File: src/rtl/fetch_queue_if.sv
// Fetch-queue bus bundle: instruction-memory port, redirect, and decoder handshake.
// The master view belongs to the fetch stage; the slave view is its environment.
interface fetch_queue_if;
    logic [31:0] pc_addr_o;
    logic [31:0] instr_i;
    logic        redirect_i;
    logic [31:0] redirect_addr_i;
    logic [31:0] instr_o;
    logic [31:0] pc_o;
    logic        valid_o;
    logic        ready_i;
    logic        halted_o;

    modport master (
        output pc_addr_o,
        input  instr_i,
        input  redirect_i,
        input  redirect_addr_i,
        output instr_o,
        output pc_o,
        output valid_o,
        input  ready_i,
        output halted_o
    );

    modport slave (
        input  pc_addr_o,
        output instr_i,
        output redirect_i,
        output redirect_addr_i,
        input  instr_o,
        input  pc_o,
        input  valid_o,
        output ready_i,
        input  halted_o
    );
endinterface

File: src/rtl/fetch_queue.sv
// Instruction-fetch stage: owns the fetch PC, captures words from a
// combinational instruction memory into a DEPTH-entry prefetch FIFO and
// presents {pc, instr} to the decoder over valid/ready.
// Optional macro FETCH_HALT_EN: fetching a zero word halts the stage until
// the next redirect; without it halted_o stays 0.
module fetch_queue #(
    parameter int unsigned DEPTH    = 4,
    parameter logic [31:0] RESET_PC = 32'h0000_0000
) (
    input  logic          clk_i,
    input  logic          rst_i,
    fetch_queue_if.master bus
);

    localparam int unsigned PTR_W = (DEPTH > 1) ? $clog2(DEPTH) : 1;
    localparam int unsigned CNT_W = PTR_W + 1;
    localparam int unsigned XLEN  = 32;

    typedef struct packed {
        logic [XLEN-1:0] pc;
        logic [XLEN-1:0] instr;
    } entry_t;

    typedef enum logic [0:0] {
        FS_RUN  = 1'b0,
        FS_HALT = 1'b1
    } fetch_state_e;

    entry_t           mem_q [DEPTH];
    logic [PTR_W-1:0] rd_ptr_q, rd_ptr_d;
    logic [PTR_W-1:0] wr_ptr_q, wr_ptr_d;
    logic [CNT_W-1:0] cnt_q, cnt_d;
    logic [XLEN-1:0]  pc_q, pc_d;
    fetch_state_e     state_q, state_d;

    logic   empty_c;
    logic   full_c;
    logic   pop_c;
    logic   push_c;
    logic   halt_hit_c;
    entry_t head_c;

    // Handshake qualification: pop on valid&ready, push when there is room
    // (including a full queue that frees a slot this edge) and fetch is live.
    always_comb begin
        empty_c    = (cnt_q == '0);
        full_c     = (cnt_q == CNT_W'(DEPTH));
        pop_c      = !empty_c && bus.ready_i;
        push_c     = (!full_c || pop_c) && !bus.redirect_i && (state_q == FS_RUN);
        halt_hit_c = 1'b0;
`ifdef FETCH_HALT_EN
        halt_hit_c = push_c && (bus.instr_i == '0);
`endif
    end

    // Halt FSM next state: a pushed zero word halts; redirect always resumes.
    always_comb begin
        state_d = state_q;
        unique case (state_q)
            FS_RUN: begin
                if (!bus.redirect_i && halt_hit_c) begin
                    state_d = FS_HALT;
                end
            end
            FS_HALT: begin
                if (bus.redirect_i) begin
                    state_d = FS_RUN;
                end
            end
            default: state_d = FS_RUN;
        endcase
    end

    // Pointer, occupancy and fetch-PC next state; redirect outranks everything.
    always_comb begin
        rd_ptr_d = rd_ptr_q;
        wr_ptr_d = wr_ptr_q;
        cnt_d    = cnt_q;
        pc_d     = pc_q;

        if (bus.redirect_i) begin
            rd_ptr_d = '0;
            wr_ptr_d = '0;
            cnt_d    = '0;
            pc_d     = bus.redirect_addr_i & 32'hFFFF_FFFC;
        end else begin
            if (push_c) begin
                wr_ptr_d = wr_ptr_q + PTR_W'(1);
                // A halting word is kept but the PC stays on it.
                if (!halt_hit_c) begin
                    pc_d = pc_q + 32'd4;
                end
            end
            if (pop_c) begin
                rd_ptr_d = rd_ptr_q + PTR_W'(1);
            end
            unique case ({push_c, pop_c})
                2'b10:   cnt_d = cnt_q + CNT_W'(1);
                2'b01:   cnt_d = cnt_q - CNT_W'(1);
                default: cnt_d = cnt_q;
            endcase
        end
    end

    // Control state registers with asynchronous reset.
    always_ff @(posedge clk_i or posedge rst_i) begin
        if (rst_i) begin
            rd_ptr_q <= '0;
            wr_ptr_q <= '0;
            cnt_q    <= '0;
            pc_q     <= RESET_PC;
            state_q  <= FS_RUN;
        end else begin
            rd_ptr_q <= rd_ptr_d;
            wr_ptr_q <= wr_ptr_d;
            cnt_q    <= cnt_d;
            pc_q     <= pc_d;
            state_q  <= state_d;
        end
    end

    // Entry storage; stale contents are masked by the occupancy count.
    always_ff @(posedge clk_i) begin
        if (push_c) begin
            mem_q[wr_ptr_q] <= '{pc: pc_q, instr: bus.instr_i};
        end
    end

    // Head entry and output drive; payload reads as zero while empty.
    always_comb begin
        head_c        = mem_q[rd_ptr_q];
        bus.pc_addr_o = pc_q;
        bus.valid_o   = !empty_c;
        bus.halted_o  = (state_q == FS_HALT);
        bus.pc_o      = empty_c ? '0 : head_c.pc;
        bus.instr_o   = empty_c ? '0 : head_c.instr;
    end

endmodule

File: src/flat_wrapper.sv
// flat-port wrapper written by rule: the top's interface ports become plain ports
module fetch_queue_flat 
#(
    parameter int unsigned DEPTH    = 4,
    parameter logic [31:0] RESET_PC = 32'h0000_0000
)
  (clk_i, rst_i, bus_pc_addr_o, bus_instr_i, bus_redirect_i, bus_redirect_addr_i, bus_instr_o, bus_pc_o, bus_valid_o, bus_ready_i, bus_halted_o);
  fetch_queue_if bus_i ();
  input  logic clk_i;
  input  logic rst_i;
  output wire logic [$bits(bus_i.pc_addr_o)-1:0] bus_pc_addr_o;
  input wire logic [$bits(bus_i.instr_i)-1:0] bus_instr_i;
  input wire logic [$bits(bus_i.redirect_i)-1:0] bus_redirect_i;
  input wire logic [$bits(bus_i.redirect_addr_i)-1:0] bus_redirect_addr_i;
  output wire logic [$bits(bus_i.instr_o)-1:0] bus_instr_o;
  output wire logic [$bits(bus_i.pc_o)-1:0] bus_pc_o;
  output wire logic [$bits(bus_i.valid_o)-1:0] bus_valid_o;
  input wire logic [$bits(bus_i.ready_i)-1:0] bus_ready_i;
  output wire logic [$bits(bus_i.halted_o)-1:0] bus_halted_o;
  assign bus_pc_addr_o = bus_i.pc_addr_o;
  assign bus_i.instr_i = bus_instr_i;
  assign bus_i.redirect_i = bus_redirect_i;
  assign bus_i.redirect_addr_i = bus_redirect_addr_i;
  assign bus_instr_o = bus_i.instr_o;
  assign bus_pc_o = bus_i.pc_o;
  assign bus_valid_o = bus_i.valid_o;
  assign bus_i.ready_i = bus_ready_i;
  assign bus_halted_o = bus_i.halted_o;
  fetch_queue #(.DEPTH(DEPTH), .RESET_PC(RESET_PC)) u_core (.clk_i(clk_i), .rst_i(rst_i), .bus(bus_i));
endmodule
File: config.mk
export PLATFORM = sky130hd
export DESIGN_NAME = fetch_queue_flat
export DESIGN_NICKNAME = d
export VERILOG_FILES = /design/src/rtl/fetch_queue_if.sv /design/src/rtl/fetch_queue.sv /design/src/flat_wrapper.sv
export SDC_FILE = /design/constraint.sdc
export NUM_CORES = 1
export LEC_CHECK = 0
export BUFFER_PORTS_ARGS = -buffer_cell sky130_fd_sc_hd__buf_2
export CORE_UTILIZATION = 55
export CTS_CLUSTER_SIZE = 12
export DETAILED_ROUTE_END_ITERATION = 10
export GPL_ROUTABILITY_DRIVEN = 0
export PLACE_DENSITY = 0.77
export SLEW_MARGIN = 20
export SYNTH_ARGS = -nofsm -noshare
export SYNTH_HDL_FRONTEND = slang
export SYNTH_SLANG_ARGS = --single-unit
export TNS_END_PERCENT = 20
File: constraint.sdc
create_clock -name clk_i -period 7.35 [get_ports clk_i]
set_input_delay 1.47 -clock clk_i [delete_from_list [all_inputs] [get_ports clk_i]]
set_output_delay 1.47 -clock clk_i [all_outputs]
set_load 0.02 [all_outputs]
======== Word level (Yosys, flattened, before mapping) ========
Memory sizes are Yosys's and may differ from the RTL's.
Cells that the tools add are included.
operators by class
  add/subtract/negate cells ............... 5
  multipliers ............................. 0
  divide/modulo/power cells ............... 0
  $lt $le $gt $ge ......................... 0
  equality and inequality tests ........... 3
  shift operators ......................... 0
  mux-type cells .......................... 14
  bitwise gates (word level) .............. 1
  reductions and logical operators ........ 11
operator list
  cell                     count
  $mux W32                 4
  $add A32 B3 Y32 const B  1
  $mux W2                  4
  $pmux W3 S2              1
  $add A2 B1 Y2 const B    2
  $reduce_bool A2 Y1       2
  $add A3 B1 Y3 const B    1
  $eq A3 B3 Y1 const B     1
  $logic_and A1 B1 Y1      3
  $logic_not A1 Y1         3
  $logic_not A3 Y1         1
  $mux W1                  3
  $mux W3                  1
  $reduce_bool A3 Y1       1
  $sub A3 B1 Y3 const B    1
  $eq A2 B1 Y1 const B     1
  $eq A2 B2 Y1 const B     1
  $pmux W1 S2              1
  $logic_or A1 B1 Y1       1
  $not A1 Y1               1
storage, ports and cells
  register bits after elaboration ......... 40
  bits in latches ......................... 0
  memory bits (writable) .................. 256
  bits in read-only memories .............. 0
  input port bits ......................... 68
  word-level logic and storage cells ...... 40
  memories ................................ 1
memories
  name          words  width  rd ports  clocked after memory_dff  write ports  line               text
  u_core.mem_q  4      64     1         0                         1            fetch_queue.sv:29  entry_t mem_q [DEPTH];

======== Logic depth before layout (Yosys ltp) ========
Gate-level depths: netlist of the first run.
  depth in word-level cells ............... 9
  mapped depth ............................ 7

======== Worst setup path before layout of the first run ========
Ideal clock, no wire load.
  path kind ............................... input -> register
  start point ............................. in bus_redirect_i
  end point ............................... mem u_core.mem_q[0][0] in the netlist's numbering (enable)
  library setup time ...................... 0.426 ns
  data arrival time ....................... 3.502 ns
  setup slack ............................. 3.421 ns
  stages .................................. 3
  buffers on the path ..................... 1
  cell sequence ........................... nor3_2 > clkbuf_1 > and2_1
on the way
  word-level cells in the longest chain between the ends .. 5
RTL lines
  element                            line                text
  from (decl)                        flat_wrapper.sv:13  input wire logic [$bits(bus_i.redirect_i)-1:0] bus_redirect_i;
  $logic_not A1 Y1                   fetch_queue.sv:49   push_c = (!full_c || pop_c) && !bus.redirect_i && (state_q == FS_RUN);
  $logic_and A1 B1 Y1 (2 in series)  fetch_queue.sv:49
  $mux W1                            fetch_queue.sv:124  if (push_c) begin
  $mux W1 (implied by the code)      fetch_queue.sv:125  mem_q[wr_ptr_q] <= '{pc: pc_q, instr: bus.instr_i};
  to (decl)                          fetch_queue.sv:29
Every way passes these cells.

======== Worst setup path in the final report of the first run ========
  start point ............................. reg u_core.rd_ptr_q[0]
  end point ............................... out bus_instr_o[27]
on the way
  word-level cells in the longest chain between the ends .. 2
RTL lines
  element                 line                text
  from (decl)             fetch_queue.sv:30   logic [PTR_W-1:0] rd_ptr_q, rd_ptr_d;
  from (signal assigned)  fetch_queue.sv:114  rd_ptr_q <= rd_ptr_d;
  $mem_v2 Z4 W64          n/a
  $mux W32                fetch_queue.sv:136  bus.instr_o = empty_c ? '0 : head_c.instr;
  to (decl)               flat_wrapper.sv:15  output wire logic [$bits(bus_i.instr_o)-1:0] bus_instr_o;
Every way passes these cells.

==> metrics, run 1 <==
status=finished, final reports clean; worst-path maximum fanout=42; Post-CTS Setup Bufs=0; Worst Skew=0.0127 ns; post-synthesis sequential area ratio=71.8%; pre-CTS setup slack=3.33 ns; DIE AREA=0.0218 mm^2; TritonCTS buffer count=29; # rows=between 50 and 60; Critical Path RT=5.88 ns; number of enable flip-flop cells after synthesis=248; setup TNS=0 ns; Seq pwr share=a little over half; die width=approximately 150 um; Initial Util=56.9%; CP arrival=3.00 ns; Clock Latency Late Sink=0.53 ns; First-pass DRT Iterations=5; CTS tree=yes; final core occ=65.8%; root buffer cell=clkbuf_16; I/O pin total=166; Final #Nets=889; final setup fails=0; fin crit share=60.9%; startpoint types=flip-flop; Total Power=between 3 and 4 mW; Worst-path clk slew=0.06 ns; largest net degree at the start of global routing=65; Pint=2.92 mW; CP Capture Type=output port; sw frac=25.9%; Net Sw Power=approximately 1 mW; total wire length=~24000 um; share of post-route cells with drive strength above 1=between 30% and 40%; min-delay worst type=reg -> reg; CTS max path bufs=3; Avg WL per Cell=between 20 and 25 um; initial antenna violation count=2; Final Hold Fails=0; RSZ-0062 raised after global routing=false; Max Cap Violations=0; first-pass GRT wire length=38700 um; grt ovf=0; Most used DFF post-synth=edfxtp_1; worst reg2reg setup slack=4.69 ns; vias in the first global route=7055; min Tclk post-route=4.47 ns; PostCTS Resize Cnt=0; peak supply drop=0.195 mV; P_leak=between 4 and 5 nW; Core Footprint=0.0206 mm^2; DRC Markers=0; area growth from synthesis to layout=15.7%; via count=6689; Max Slew Vio Count=0; area of the mapped netlist=0.0117 mm^2; syn avg cell area=17.8 um^2; count of different cell masters after synthesis=52; remaining antenna violation count=0; hpwl dp=14000 um; Tot GR Track Use=between 20 and 25%; final worst slack=approximately 2.9 ns; Combinational Power Share=between 15 and 20%; clock sink count=286; clock share of power=32.9%; 1st-iter DRT viols=430; CTS Hold Bufs=0; critical path type=reg -> out; cells after synthesis=657; post-route cell area=0.0135 mm^2; register bit count reported by yosys=approximately 290; port bufs=159; Synth async-reset ratio=13.3%; maximum operating frequency=around 0.22 GHz; Slew HR=33.2%; vias per inst=6.06; die height=148 um; Placed Area=about 0.013 mm^2; yosys warns=0; Worst Tran Pin Value=1.00 ns; CTS H-tree lvls=1; power per cell area=292 mW/mm^2
[metrics by stage]
stage	hold slack, ns	instances
2_1_floorplan	0.511	660
3_3_place_gp	0.529	1054
3_5_place_dp	0.555	1054
4_1_cts	0.564	1102
5_1_grt	0.612	1103
6_report	0.560	1104
[metal layers]
layer / track usage (%) / routed length (um) / vias up
met4: 6.34 / 581 / 2
met2: 39.0 / 12000 / 329
li1: - / - / 2932
met3: 4.01 / 1850 / 50
met1: 31.4 / 9730 / 3376
met5: 0 / 13 / -
[final timing paths]
kind,start,endpoint,depth (start not counted)
max in group asynchronous,rst_i,u_core.rd_ptr_q[1]$_DFFE_PP0P_,3
setup / recovery,u_core.rd_ptr_q[0]$_DFFE_PP0P_,bus_instr_o[27],4
hold reg to reg,u_core.wr_ptr_q[0]$_DFFE_PP0N_,u_core.wr_ptr_q[0]$_DFFE_PP0N_,1
hold / removal,u_core.wr_ptr_q[0]$_DFFE_PP0N_,u_core.wr_ptr_q[0]$_DFFE_PP0N_,1
min in group asynchronous,rst_i,u_core.bus.pc_addr_o[16]$_DFFE_PP0N_,3
setup reg to reg,u_core.cnt_q[1]$_DFFE_PP0P_,u_core.bus.pc_addr_o[7]$_DFFE_PP0N_,5
[layout make-up]
type                       instances  area (um^2)
clock buffer                      41          791
multi-input combinational        329         3110
clock inverter                     7         33.8
timing repair buffer             162          818
tap                              270          338
fill                            1459         7030
inverter                           7         26.3
sequential                       286         8410
antenna                            2         5.00
[critical path: stages, from the launching register on]
cell and delay (ns):
dfrtp_4 1.00, buf_4 0.54, mux4_2 0.58, and2_1 0.18, buf_2 0.16
[registers in the layout, summed over array words and instances, names as in the netlist]
name,cells
u_core.mem_q,248
u_core.cnt_q,3
u_core.rd_ptr_q,2
u_core.bus.halted_o,1
u_core.bus.pc_addr_o,30
u_core.wr_ptr_q,2
[cell usage after synthesis, types with 4 or more instances]
library cell / count / area share [%]
edfxtp_1: 248 / 64
and2_1: 69 / 3.7
mux4_2: 62 / 12
dfrtp_1: 38 / 8.1
nand2_1: 38 / 1.2
clkbuf_1: 22 / 0.71
nor2_1: 19 / 0.61
nand3_1: 14 / 0.60
o311ai_0: 14 / 1.0
o21ai_0: 13 / 0.56
buf_2: 9 / 0.39
and3_1: 8 / 0.43
nand4_1: 8 / 0.43
inv_1: 7 / 0.22
o211ai_1: 7 / 0.45
buf_4: 6 / 0.39
a21o_1: 5 / 0.32
ha_1: 5 / 0.53
nor3_1: 5 / 0.21
a221o_1: 4 / 0.34
a22oi_1: 4 / 0.26
mux2i_1: 4 / 0.34
xnor2_1: 4 / 0.30
[power groups by stage]
| stage | combinational [mW] | sequential, mW | clock (mW) |
|---|---|---|---|
| 2_1_floorplan | 0.413 | 2.05 | 0 |
| 3_3_place_gp | 0.592 | 2.07 | 0 |
| 3_5_place_dp | 0.604 | 2.09 | 0 |
| 4_1_cts | 0.607 | 2.06 | 1.32 |
| 5_1_grt | 0.647 | 2.07 | 1.38 |
| 6_report | 0.597 | 2.05 | 1.30 |
[cell usage in the layout (no fill, tap or decap), types with 4 or more instances in the layout]
cell type and n:
and2_4 4, a22oi_1 4, nand3_1 14, and2_1 65, conb_1 4, buf_2 159, and3_1 8, nor2_1 19
o21ai_0 13, edfxtp_1 248, nand2_1 38, o311ai_0 14, mux4_2 62, clkbuf_16 29, nand4_1 8, o211ai_1 7
mux2i_1 4, inv_1 7, a21o_1 5, ha_1 5, xnor2_1 4, nor3_1 5, clkinv_1 4, dfrtp_1 36
a221o_1 4, clkbuf_1 10
[kinds of logic (layout without fill, tap and decap cells)]
| family | count (synthesis) | count (layout) | synth area share, % |
|---|---|---|---|
| compound gates | 65 | 65 | 4.15 |
| xor+xnor | 7 | 7 | 0.524 |
| fa+ha+maj | 6 | 6 | 0.706 |
| buf+inv | 45 | 217 | 1.80 |
| flops | 286 | 286 | 71.8 |
| mux | 66 | 66 | 12.3 |
| other cells | 1 | 6 | 0.0321 |
| simple gates | 181 | 181 | 8.69 |
(Power assumes the default switching activity.)
==> run 2: changes to the inputs <==
- clock period: 7.35 -> 4.2 ns (I/O delays scaled with it)
==> metrics, run 2 (synthesis gave the netlist of run 1 again) <==
status=finished, final reports clean; Placed Area=0.0127 mm^2; Core Footprint=0.0206 mm^2; vias per inst=approximately 6.1; power per cell area=511 mW/mm^2; startpoint types=flip-flop; Avg WL per Cell=22.0 um; post-route cell area=0.0136 mm^2; CP peak stage delay=0.79 ns; via count=6741; Worst path slowest cell=dfrtp_4; RSZ-0062 raised after global routing=false; port bufs=159; Antenna Cells=0; commonest non-fill, non-tap cell in the layout=edfxtp_1; Clock Latency Late Sink=between 0.5 and 0.6 ns; DIE AREA=0.0218 mm^2; I/O pin total=around 170; PostCTS Resize Cnt=0; Worst Skew=0.00902 ns; peak supply drop=around 0.31 mV; CP arrival=2.58 ns; fill count=1450; crit-path leading delay family=flip-flops; buffers and inverters on the worst path=2; first-pass GRT wire length=approximately 39000 um; TritonCTS buffer count=29; 1st-iter DRT viols=507; # rows=52; worst-path maximum fanout=27; min Tclk post-route=between 3 and 4 ns; remaining antenna violation count=0; CTS max path bufs=3; Tot GR Track Use=23.2%; pre-CTS setup slack=1.25 ns; most frequent cells in the layout=248 x edfxtp_1, 159 x buf_2, 65 x and2_1; die height=148 um; final worst slack=0.776 ns; CTS H-tree lvls=1; Max Cap Violations=0; Worst Tran Pin Value=between 1 and 1.5 ns; First-pass DRT Iterations=5; clock sink count=286; fin crit share=between 80% and 90%; die width=around 150 um; P_leak=4.86 nW; maximum operating frequency=0.292 GHz; Final #Nets=892; CP Capture Type=output port; grt ovf=0; largest net degree at the start of global routing=65; critical path type=reg -> out; area growth from synthesis to layout=16.0%; Critical Path RT=about 3.4 ns; Final Hold Fails=0; initial antenna violation count=1; Top reg by flops=u_core.mem_q; DRC Markers=0; min-delay worst type=in -> reg; number of flip-flops in the largest register=248; total wire length=24400 um; Worst-path clk slew=about 0.06 ns; CP Cell Sequence=buf_4, mux4_2, and2_1, buf_2; vias in the first global route=between 6000 and 7000; Slew HR=32.3%; final setup fails=0; Max Slew Vio Count=0; root buffer cell=clkbuf_16; Total Power=between 6 and 7 mW; CTS Hold Bufs=0; CTS tree=yes; setup TNS=0 ns; Initial Util=56.9%; Post-CTS Setup Bufs=0; hpwl dp=14300 um; share of post-route cells with drive strength above 1=around a third
run 2: cell count changes in the layout (fill, tap and decap cells not counted), sizes merged:
cell	previous run	this run
clkbuf	41	45
buf	162	165
clkinv	6	5
diode	2	0
run 2: final timing paths:
check                                                  endpoint  depth (start not counted)  slack, ns                      startpoint
max in group asynchronous        u_core.rd_ptr_q[1]$_DFFE_PP0P_                          3       2.86                           rst_i
hold reg to reg                  u_core.wr_ptr_q[0]$_DFFE_PP0N_                          1       0.57  u_core.wr_ptr_q[0]$_DFFE_PP0N_
setup reg to reg           u_core.bus.pc_addr_o[23]$_DFFE_PP0N_                          6       1.68     u_core.cnt_q[1]$_DFFE_PP0P_
hold / removal                    u_core.mem_q[2][31]$_DFFE_PP_                          1       0.52                 bus_instr_i[31]
setup / recovery                                bus_instr_o[15]                          4       0.78  u_core.rd_ptr_q[0]$_DFFE_PP0P_
min in group asynchronous  u_core.bus.pc_addr_o[28]$_DFFE_PP0N_                          2       0.53                           rst_i
run 2: report_power, final:
| part | internal, mW | switching, mW |
|---|---|---|
| clock network | 1.29 | 0.982 |
| registers | 3.39 | 0.189 |
| logic | 0.444 | 0.628 |
run 2: stage by stage:
stage / std cells / hold WS [ns] / utilization [%]
5_1_grt: 1108 / 0.504 / 66.0
3_5_place_dp: 1057 / 0.554 / 61.9
3_3_place_gp: 1057 / 0.530 / 61.9
6_report: 1108 / 0.522 / 66.0
2_1_floorplan: 660 / 0.511 / -
4_1_cts: 1108 / 0.501 / 66.0
run 2: cell type report:
class / count / area (um^2) / share of cell area [%]
Timing Repair Buffer: 165 / 853 / 6.29
Clock inverter: 6 / 30.0 / 0.221
Inverter: 7 / 26.3 / 0.194
Multi-Input combinational cell: 329 / 3110 / 22.9
Clock buffer: 45 / 796 / 5.87
Sequential cell: 286 / 8410 / 62.0
Tap cell: 270 / 338 / 2.49
run 2: metal layers:
metal / global-route usage [%] / up-vias / share of wire, %
met5: 0 / - / 0.053
met4: 5.36 / 2 / 1.9
met3: 4.63 / 45 / 7.9
li1: - / 2927 / -
met1: 31.9 / 3447 / 40
met2: 38.5 / 320 / 50
==> run 3: changes to the inputs <==
- clock period: 4.2 -> 3.2 ns (I/O delays scaled with it)
==> metrics, run 3 (synthesis gave the netlist of run 1 again) <==
port bufs=159; commonest non-fill, non-tap cell in the layout=edfxtp_1; die height=about 150 um; clock sink count=286; PostCTS Resize Cnt=0; critical path type=reg -> out; fin crit share=93.7%; worst-path maximum fanout=25; CTS max path bufs=3; total wire length=24900 um; Avg WL per Cell=22.2 um; Critical Path RT=2.56 ns; Final Hold Fails=0; power per cell area=about 660 mW/mm^2; I/O pin total=166; number of flip-flops in the largest register=248; CP arrival=2.36 ns; Slew HR=52.5%; Post-CTS Setup Bufs=0; Core Footprint=0.0206 mm^2; Clock Latency Late Sink=between 0.5 and 0.6 ns; First-pass DRT Iterations=6; vias in the first global route=7103; area growth from synthesis to layout=18.0%; fill count=~1400; peak supply drop=just under 0.5 mV; Worst-path clk slew=~0.06 ns; remaining antenna violation count=0; grt ovf=0; Total Power=9.14 mW; startpoint types=flip-flop; TritonCTS buffer count=29; setup TNS=0 ns; root buffer cell=clkbuf_16; CTS Hold Bufs=0; Max Cap Violations=0; share of post-route cells with drive strength above 1=34.2%; via count=just under 7000; hpwl dp=15600 um; largest net degree at the start of global routing=40; Max Slew Vio Count=0; die width=roughly 150 um; CTS H-tree lvls=1; min-delay worst type=in -> async; Top reg by flops=u_core.mem_q; first-pass GRT wire length=39300 um; final std cells w/o fill=about 1100; final setup fails=0; storage element area=0.00841 mm^2; DIE AREA=about 0.022 mm^2; status=finished, final reports clean; Final #Nets=910; Tot GR Track Use=a little under a quarter; Worst Tran Pin Value=0.706 ns; vias per inst=6.10; most frequent cells in the layout=248 x edfxtp_1, 159 x buf_2, 65 x and2_1; initial antenna violation count=1; area of the multi-input gates=~0.0031 mm^2; RSZ-0062 raised after global routing=false; DRC Markers=0; CP Capture Type=output port; maximum operating frequency=0.333 GHz; P_leak=4.98 nW; 1st-iter DRT viols=533; # rows=52; CTS tree=yes; Worst Skew=approximately 0.02 ns; Initial Util=56.9%; post-placement cell count=1075; min Tclk post-route=3.00 ns
## run 3: final timing paths
kind / end / depth (start not counted) / from / slack (ns)
worst min-delay path: u_core.bus.pc_addr_o[18]$_DFFE_PP0N_ / 3 / rst_i / 0.13
max in group asynchronous: u_core.rd_ptr_q[1]$_DFFE_PP0P_ / 3 / rst_i / 2.76
worst min register to register: u_core.wr_ptr_q[0]$_DFFE_PP0N_ / 1 / u_core.wr_ptr_q[0]$_DFFE_PP0N_ / 0.56
min in group clk_i: u_core.bus.pc_addr_o[4]$_DFFE_PP0N_ / 3 / bus_redirect_addr_i[4] / 0.30
worst max register to register: u_core.bus.pc_addr_o[15]$_DFFE_PP0N_ / 7 / u_core.cnt_q[1]$_DFFE_PP0P_ / 0.82
worst max-delay path: bus_instr_o[20] / 4 / u_core.rd_ptr_q[0]$_DFFE_PP0P_ / 0.20
## run 3: critical path, stage by stage (launching register included)
cell and delay (ns):
dfrtp_4 0.42, buf_4 0.44, mux4_2 0.58, and2_1 0.20, buf_2 0.16
## run 3: layer usage
layer  vias to the layer above  global-route usage, %  wire length [um]
met4                         2                   6.08               525
li1                       2965                      -                 -
met5                         -                      0                13
met1                      3492                   32.7             10100
met2                       337                   39.4             12300
met3                        43                   3.83              1940
## run 3: final cells by class
cell class,count,share of cell area (%)
multi-input cells,329,22.5
flip-flops and latches,286,60.9
inverters,7,0.190
well taps,270,2.45
diodes,1,0.0181
clock inverters,5,0.181
repair buffers,183,7.98
clock buffers,40,5.71
## run 3: power by group
group / leakage, nW / internal (mW) / switching [mW]
sequential: 2.74 / 4.44 / 0.210
combinational: 1.84 / 0.636 / 0.884
clock: 0.395 / 1.69 / 1.28
total: 4.98 / 6.77 / 2.37
## run 3: per-stage QoR
stage               utilization, %  instance area, um^2  hold WS [ns]  worst slack (ns)
floorplan                        -                11700         0.511             0.101
global placement              63.1                13000         0.535             0.761
detailed placement            63.1                13000         0.557             0.652
CTS                           67.1                13800         0.117             0.166
global route                  67.1                13800         0.145            0.0994
finish                        67.1                13800         0.131             0.201
